<file path="src/rtl/serial_adder_pkg.sv">
// Shared definitions for the bit-serial adder: state encoding and FSM state type.
package serial_adder_pkg;

  localparam logic [1:0] S_IDLE = 2'd0;
  localparam logic [1:0] S_RUN  = 2'd1;
  localparam logic [1:0] S_DONE = 2'd2;

  typedef enum logic [1:0] {
    StIdle = S_IDLE,
    StRun  = S_RUN,
    StDone = S_DONE
  } state_e;

endpackage

</file>
<file path="src/rtl/full_adder_gate.sv">
// Single-bit combinational full adder cell.
module full_adder_gate (
  input  logic a,
  input  logic b,
  input  logic cin,
  output logic sum,
  output logic cout
);

  assign sum  = a ^ b ^ cin;
  assign cout = (a & b) | (cin & (a ^ b));

endmodule

</file>
<file path="src/rtl/serial_adder.sv">
// Bit-serial WIDTH-bit adder: one full adder cell, LSB first, registered carry loop.
// Result is valid with a one-cycle done pulse WIDTH+1 cycles after the accepted start.
module serial_adder
  import serial_adder_pkg::*;
#(
  parameter int unsigned WIDTH = 8
) (
  input  logic             clk,
  input  logic             rst,
  input  logic             start,
  input  logic [WIDTH-1:0] a_in,
  input  logic [WIDTH-1:0] b_in,
  input  logic             cin,
  output logic             busy,
  output logic             done,
  output logic [WIDTH-1:0] sum,
  output logic             cout
);

  localparam int unsigned         CntW    = $clog2(WIDTH);
  localparam logic [CntW-1:0]     CntLast = CntW'(WIDTH - 1);

  state_e           state_q, state_d;
  logic [WIDTH-1:0] a_sr_q, a_sr_d;
  logic [WIDTH-1:0] b_sr_q, b_sr_d;
  // Bit 0 of the partial-sum shift register is never read, so only the upper bits are kept.
  logic [WIDTH-2:0] sum_sr_q, sum_sr_d;
  logic             carry_q, carry_d;
  logic [CntW-1:0]  cnt_q, cnt_d;
  logic [WIDTH-1:0] sum_q, sum_d;
  logic             cout_q, cout_d;

  logic             fa_sum, fa_cout;
  logic [WIDTH-1:0] shifted_sum;

  full_adder_gate u_fa (
    .a    (a_sr_q[0]),
    .b    (b_sr_q[0]),
    .cin  (carry_q),
    .sum  (fa_sum),
    .cout (fa_cout)
  );

  assign shifted_sum = {fa_sum, sum_sr_q};

  always_comb begin
    state_d  = state_q;
    a_sr_d   = a_sr_q;
    b_sr_d   = b_sr_q;
    sum_sr_d = sum_sr_q;
    carry_d  = carry_q;
    cnt_d    = cnt_q;
    sum_d    = sum_q;
    cout_d   = cout_q;
    unique case (state_q)
      StIdle: begin
        if (start) begin
          a_sr_d   = a_in;
          b_sr_d   = b_in;
          carry_d  = cin;
          cnt_d    = '0;
          sum_sr_d = '0;
          state_d  = StRun;
        end
      end
      StRun: begin
        sum_sr_d = shifted_sum[WIDTH-1:1];
        carry_d  = fa_cout;
        a_sr_d   = a_sr_q >> 1;
        b_sr_d   = b_sr_q >> 1;
        cnt_d    = cnt_q + CntW'(1);
        if (cnt_q == CntLast) begin
          sum_d   = shifted_sum;
          cout_d  = fa_cout;
          state_d = StDone;
        end
      end
      StDone:  state_d = StIdle;
      default: state_d = StIdle;
    endcase
  end

  always_ff @(posedge clk or posedge rst) begin
    if (rst) begin
      state_q  <= StIdle;
      a_sr_q   <= '0;
      b_sr_q   <= '0;
      sum_sr_q <= '0;
      carry_q  <= 1'b0;
      cnt_q    <= '0;
      sum_q    <= '0;
      cout_q   <= 1'b0;
    end else begin
      state_q  <= state_d;
      a_sr_q   <= a_sr_d;
      b_sr_q   <= b_sr_d;
      sum_sr_q <= sum_sr_d;
      carry_q  <= carry_d;
      cnt_q    <= cnt_d;
      sum_q    <= sum_d;
      cout_q   <= cout_d;
    end
  end

  assign busy = (state_q == StRun);
  assign done = (state_q == StDone);
  assign sum  = sum_q;
  assign cout = cout_q;

endmodule

</file>
<file path="config.mk">
export PLATFORM = sky130hd
export DESIGN_NAME = serial_adder
export DESIGN_NICKNAME = d
export VERILOG_FILES = /design/src/rtl/serial_adder_pkg.sv /design/src/rtl/full_adder_gate.sv /design/src/rtl/serial_adder.sv
export SDC_FILE = /design/constraint.sdc
export NUM_CORES = 1
export LEC_CHECK = 0
export ABC_AREA = 1
export CAP_MARGIN = 20
export CORE_MARGIN = 2
export CORE_UTILIZATION = 26
export DETAILED_ROUTE_END_ITERATION = 10
export PLACE_DENSITY = 0.45
export SETUP_SLACK_MARGIN = 0.4
export SYNTH_ARGS = -nofsm -noshare
export SYNTH_HDL_FRONTEND = slang
export SYNTH_SLANG_ARGS = --single-unit
</file>
<file path="constraint.sdc">
create_clock -name clk -period 1.4 [get_ports clk]
set_input_delay 0.42 -clock clk [delete_from_list [all_inputs] [get_ports clk]]
set_output_delay 0.42 -clock clk [all_outputs]
set_load 0.01 [all_outputs]
</file>
==> out/qor.csv, run 1 <==
metric,value,unit
synthArstFlopShare,1.00,
stdcell_count,373,
place.port_buffers,30,
worstReg2RegStart,state_q[0]$_DFFE_PP0P_,
clock_skew,0.00815,ns
seq_area_frac_synth,0.506,
seq_area,951,um^2
die_h,89.0,um
n_fill_cell,734,
numCtsBuffers,5,
htree_levels,2,
hp-start,sum_sr_q[6]$_DFFE_PP0P_,
dp_cells,347,
ios,31,
core,6910,um^2
outcome,"complete, but fails checks",
power.density,2160,nW/um^2
worstSetupPathType,reg2out,
max-slew-margin-rel,0.837,
path_max_fanout,2,
drc,0,
grt_pass1_vias,1478,
cts_tree,built,
fin_crit,1.47,ns
wire_per_inst,11.7,um
finish.utilization,0.413,
grt_remaining_overflow,0,
dr.pass1.iters,4,
start_util,0.272,
synth_edf_count,0,
synth_cell_types,20,
drive_above_1_share,0.408,
fmax,682,MHz
hold_depth,2,
nNetsFinal,299,
end_kind,primary output,
regToRegEndpoint,cnt_q[1]$_DFFE_PP0P_,
hold_path_class,reg2reg,
avgSynthCellArea,8.65,um^2
syn_nets,240,
synth_warnings,0,
initialDrtViolationCount,53,
grt_max_degree,39,
fin_crit_sh,1.05,
die_w,89.0,um
setup-violations-final,2,
dr_total_vias,1511,
cts_sinks,38,
diodes,0,
routed_wl,4.35,mm
post-synth-top-area-fraction,0.506,
rrSetupSlack,0.05,ns
cp-start-kind,register,
dp_hpwl,2.79,mm
die_area,7920,um^2
whs_endpoint,sum_sr_q[5]$_DFFE_PP0P_,
clockBufferDepth,2,
row_count,30,
r2r_cells,7,
grt_pass1_wl,6.99,mm
tightest_slew,0.244,ns
synth_top_area_cell,dfrtp_1,
yosysMostFrequentCell,nand2_1,
max_cap_violations,0,
viasPerCell,4.05,
drv_slew,0,
area_growth,51.8,%
root_buffer,clkbuf_8,
p_leak,1.46,nW
critPathRequiredTime,0.98,ns
cts.reportedPaths.clkPinSlew,0.08,ns
irDropWorstVdd,623,uV
ant_nets,0,
synthesis.area,1880,um^2
violations,negative setup slack,
finalHoldViolCount,0,
grt_setup_unrepaired,true,
netlist_instances,217,
ys_ff_latch,38,
grt_usage,0.117,
ys.flop_type,dfrtp_1,
clock_latency,0.29,ns
cp_data_arrival_time,1.05,ns
fin_tns_setup,-0.129,ns
synthTopCellsByArea,"dfrtp_1, nand2_1, inv_1",
multiInputGateArea,895,um^2
setup_slack,-0.0656,ns
gp_congestion,0.676,
yosys-top-cells-count,"nand2_1, dfrtp_1, inv_1",
antenna_found_initial,0,
[area by class of cell]
class,count,share of cell area
well taps,96,0.0421
flip-flops and latches,38,0.334
clock inverters,1,0.00176
repair buffers,61,0.225
clock buffers,7,0.0303
multi-input cells,131,0.314
inverters,39,0.0536
[power breakdown]
| part | internal, mW | leakage [nW] | switching, mW |
|---|---|---|---|
| sequential | 1.62 | 0.472 | 0.337 |
| combinational | 1.70 | 0.939 | 1.70 |
| clock | 0.398 | 0.0482 | 0.386 |
[registers in the layout (all words and copies together) (netlist names)]
signal    count
carry_q       1
a_sr_q        8
state_q       2
cnt_q         3
sum           8
sum_sr_q      7
cout          1
b_sr_q        8
[worst max path at each step]
stage / from / to / slack [ns]
final: state_q[0]$_DFFE_PP0P_ / busy / -0.07
after global routing: state_q[0]$_DFFE_PP0P_ / busy / -0.13
after CTS: state_q[0]$_DFFE_PP0P_ / busy / -0.07
after detailed placement: start / b_sr_q[1]$_DFFE_PP0P_ / -0.29
after global placement: start / a_sr_q[4]$_DFFE_PP0P_ / -0.27
after floorplan: state_q[0]$_DFFE_PP0P_ / done / 0.22
[logic make-up after synthesis]
| logic type | after synthesis | share of synthesized area |
|---|---|---|
| compound gates | 20 | 0.0720 |
| fa+ha+maj | 3 | 0.0240 |
| buf+inv | 48 | 0.123 |
| flops | 38 | 0.506 |
| simple gates | 108 | 0.274 |
[critical path, stage by stage, from the launching register on]
cell and delay [ns]:
dfrtp_1 0.38, inv_1 0.10, nor2_4 0.13, buf_2 0.14
[per-layer routing]
metal | global-route usage | vias to the layer above | part of all wire
met1 | 0.164 | 697 | 0.49
li1 | - | 783 | -
met3 | 0.0332 | 6 | 0.034
met5 | 0 | - | 0
met2 | 0.176 | 25 | 0.46
met4 | 0.0366 | 0 | 0.016
[timing repair]
item	CTS	global route
pin swaps	10	12
gates cloned	1	1
endpoints found under the setup margin	49	49
gates resized for setup	80	22
setup buffers	12	4
hold buffers	0	0
[through the flow]
stage / area (um^2) / worst slack [ns] / power, mW / hold slack [ns]
6_report: 2850 / -0.0656 / 6.14 / 0.481
5_1_grt: 2850 / -0.130 / 6.69 / 0.511
4_1_cts: 2720 / -0.0677 / 5.92 / 0.477
3_5_place_dp: 2430 / -0.288 / 4.62 / 0.464
3_3_place_gp: 2430 / -0.270 / 4.61 / 0.462
2_1_floorplan: 1970 / 0.220 / 3.78 / 0.386
[cell usage in the layout (no fill, tap or decap), types with 8 or more instances in the layout]
master	count
nand2_2	19
buf_2	9
inv_1	35
buf_4	16
buf_6	8
nand2_1	47
o21ai_2	9
clkdlybuf4s50_1	18
nand3_2	15
nand3_1	14
dfrtp_1	38
Power figures use the tool's default switching activity.
==> run 2: changes to the inputs <==
Settings changed: CAP_MARGIN 20 to unset.
==> results of run 2 <==
Final layout, timing and power as in run 1 (identical DEF).
==> run 3: changes to the inputs <==
Settings changed: CELL_PAD_IN_SITES_DETAIL_PLACEMENT set to 0, CELL_PAD_IN_SITES_GLOBAL_PLACEMENT set to 1, CORE_ASPECT_RATIO set to 0.7, PLACE_DENSITY 0.45 to 0.56.
==> run 3 against run 2 <==
Net effect: the flow still finishes with violations (negative setup slack); wire length is 7.9% higher; via count is 0.79% higher; core utilization is 0.54 points lower; die area is 0.13% higher; largest power group unchanged; sequential share of layout area is 0.61 points higher; clock power hardly changed; global-route usage is 0.26 points higher; sequential cell count stayed put.
==> out/qor.csv, run 3 (synthesis gave the netlist of run 1 again) <==
metric,value,unit,change
gp_congestion,0.699,,+3.4%
dr_total_vias,1523,,+0.79%
cp_data_arrival_time,1.03,ns,-0.02 ns
cts_sinks,38,,unchanged
finalHoldViolCount,0,,unchanged
end_kind,primary output,,
grt_usage,0.120,,+0.00257
violations,negative setup slack,,
finish.utilization,0.407,,-0.00541
stdcell_count,374,,+0.27%
pre_cts_ws,-0.307,ns,-0.0194 ns
cp_cell_sequence,"buf_4, inv_4, nor2_4, buf_6",,
grt_remaining_overflow,0,,unchanged
hold_path_class,reg2reg,,
grt_setup_unrepaired,true,,
setup-violations-final,2,,unchanged
dp_hpwl,2.94,mm,+5.1%
crit_family,flip-flops,,
crit_buf_inv,3,,+1
antenna_found_initial,0,,unchanged
n_fill_cell,705,,-4.0%
critPathRequiredTime,0.98,ns,about the same
wire_per_inst,12.6,um,+7.6%
place.port_buffers,30,,unchanged
path_max_fanout,2,,unchanged
rrSetupSlack,0.05,ns,about the same
ant_nets,0,,unchanged
clock_latency,0.28,ns,about the same
die_area,7930,um^2,+0.13%
grt_max_degree,39,,unchanged
cp-start-kind,register,,
fin_crit_sh,1.03,,-0.0129
die_h,75.1,um,-16%
ios,31,,unchanged
nNetsFinal,302,,+1.0%
clock_skew,0.00369,ns,-0.00446 ns
whs,0.479,ns,-0.00168 ns
area_growth,49.2,%,
initialDrtViolationCount,28,,-47%
worstSetupPathType,reg2out,,
routed_wl,4.69,mm,+7.9%
fin_crit,1.45,ns,-0.0181 ns
viasPerCell,4.07,,+0.52%
start_util,0.273,,+0.000989
max_stage_delay,0.35,ns,-0.03 ns
outcome,"complete, but fails checks",,
cp_slowest_cell,dfrtp_1,,
fmax,691,MHz,+1.2%
irDropWorstVdd,598,uV,-4.0%
fin_tns_setup,-0.0838,ns,+0.0454 ns
drive_above_1_share,0.329,,-0.0794
max_cap_violations,0,,unchanged
setup_slack,-0.0475,ns,+0.0181 ns
die_w,106,um,+19%
grt_pass1_vias,1448,,-2.0%
dr.pass1.iters,4,,unchanged
power.density,2140,nW/um^2,-0.67%
tightest_slew,0.311,ns,+0.0670 ns
drv_slew,0,,unchanged
root_buffer,clkbuf_8,,
p_leak,1.42,nW,-2.5%
max-slew-margin-rel,0.792,,-0.0444
grt_pass1_wl,7.25,mm,+3.7%
cts.reportedPaths.clkPinSlew,0.07,ns,about the same
drc,0,,unchanged
cts_tree,built,,
numCtsBuffers,5,,unchanged
diodes,0,,unchanged
htree_levels,2,,unchanged
core,6880,um^2,-0.36%
mostFrequentLayoutCells,"nand2_1, dfrtp_1, inv_1, clkdlybuf4s50_1, buf_4",,
row_count,25,,-17%
layout_commonest_cell,nand2_1,,
clockBufferDepth,2,,unchanged
dp_cells,342,,-1.4%
==> run 3: changes by cell type in the layout (fill, tap and decap cells not counted), moves of 2 or more <==
cell	before	now
nand3_2	15	13
nand2_1	47	68
nand2_2	19	2
o21ai_2	9	7
nand3_1	14	16
nand2_4	5	1
nand2_8	3	5
==> run 3: worst register-to-register path, cell delays in order, from the launching register on <==
cell and delay, ns:
dfrtp_1 0.38, buf_4 0.15, inv_4 0.06, buf_4 0.11
buf_12 0.13, nand2_8 0.08, nand2_8 0.11, clkbuf_16 0.16
nand3_2 0.05, nand2_1 0.06
==> run 3: final cells by class <==
class | instances | area (um^2) | area share
clock buffers | 7 | 86.3 | 0.0308
clock inverters | 1 | 5.00 | 0.00179
inverters | 39 | 153 | 0.0545
multi-input cells | 133 | 837 | 0.299
flip-flops and latches | 38 | 952 | 0.340
well taps | 94 | 118 | 0.0420
repair buffers | 62 | 652 | 0.233
==> run 3: repair_timing <==
action | in CTS | in global routing
gates resized for setup | 51 | 24
endpoints found under the setup margin | 49 | 49
pin swaps | 2 | 3
cloned | 0 | 4
setup buffers | 9 | 11
hold buffers | 0 | 0
==> run 3: path summary, 6_finish.rpt <==
| check | start | endpoint | cells after the start |
|---|---|---|---|
| hold / removal | a_sr_q[6]$_DFFE_PP0P_ | a_sr_q[6]$_DFFE_PP0P_ | 2 |
| min in group asynchronous | rst | sum[0]$_DFFE_PP0P_ | 3 |
| setup / recovery | state_q[1]$_DFFE_PP0P_ | done | 4 |
| hold reg to reg | a_sr_q[6]$_DFFE_PP0P_ | a_sr_q[6]$_DFFE_PP0P_ | 2 |
| setup reg to reg | state_q[1]$_DFFE_PP0P_ | a_sr_q[2]$_DFFE_PP0P_ | 9 |
| max in group asynchronous | rst | state_q[0]$_DFFE_PP0P_ | 3 |
==> run 3: stage by stage <==
step | power (mW) | area [um^2]
2_1_floorplan | 3.78 | 1970
3_3_place_gp | 4.54 | 2390
3_5_place_dp | 4.55 | 2390
4_1_cts | 5.42 | 2530
5_1_grt | 6.52 | 2800
6_report | 6.00 | 2800
==> run 3: power by group <==
part,switching (mW),total (mW),internal [mW]
sequential,0.296,1.92,1.62
clock,0.387,0.785,0.398
combinational,1.67,3.30,1.63
total,2.35,6.00,3.65
==> run 3: layer usage <==
metal  GRT usage  part of all wire
met3      0.0303             0.031
met4      0.0351            0.0051
met5           0                 0
met1       0.179              0.55
met2       0.171              0.42
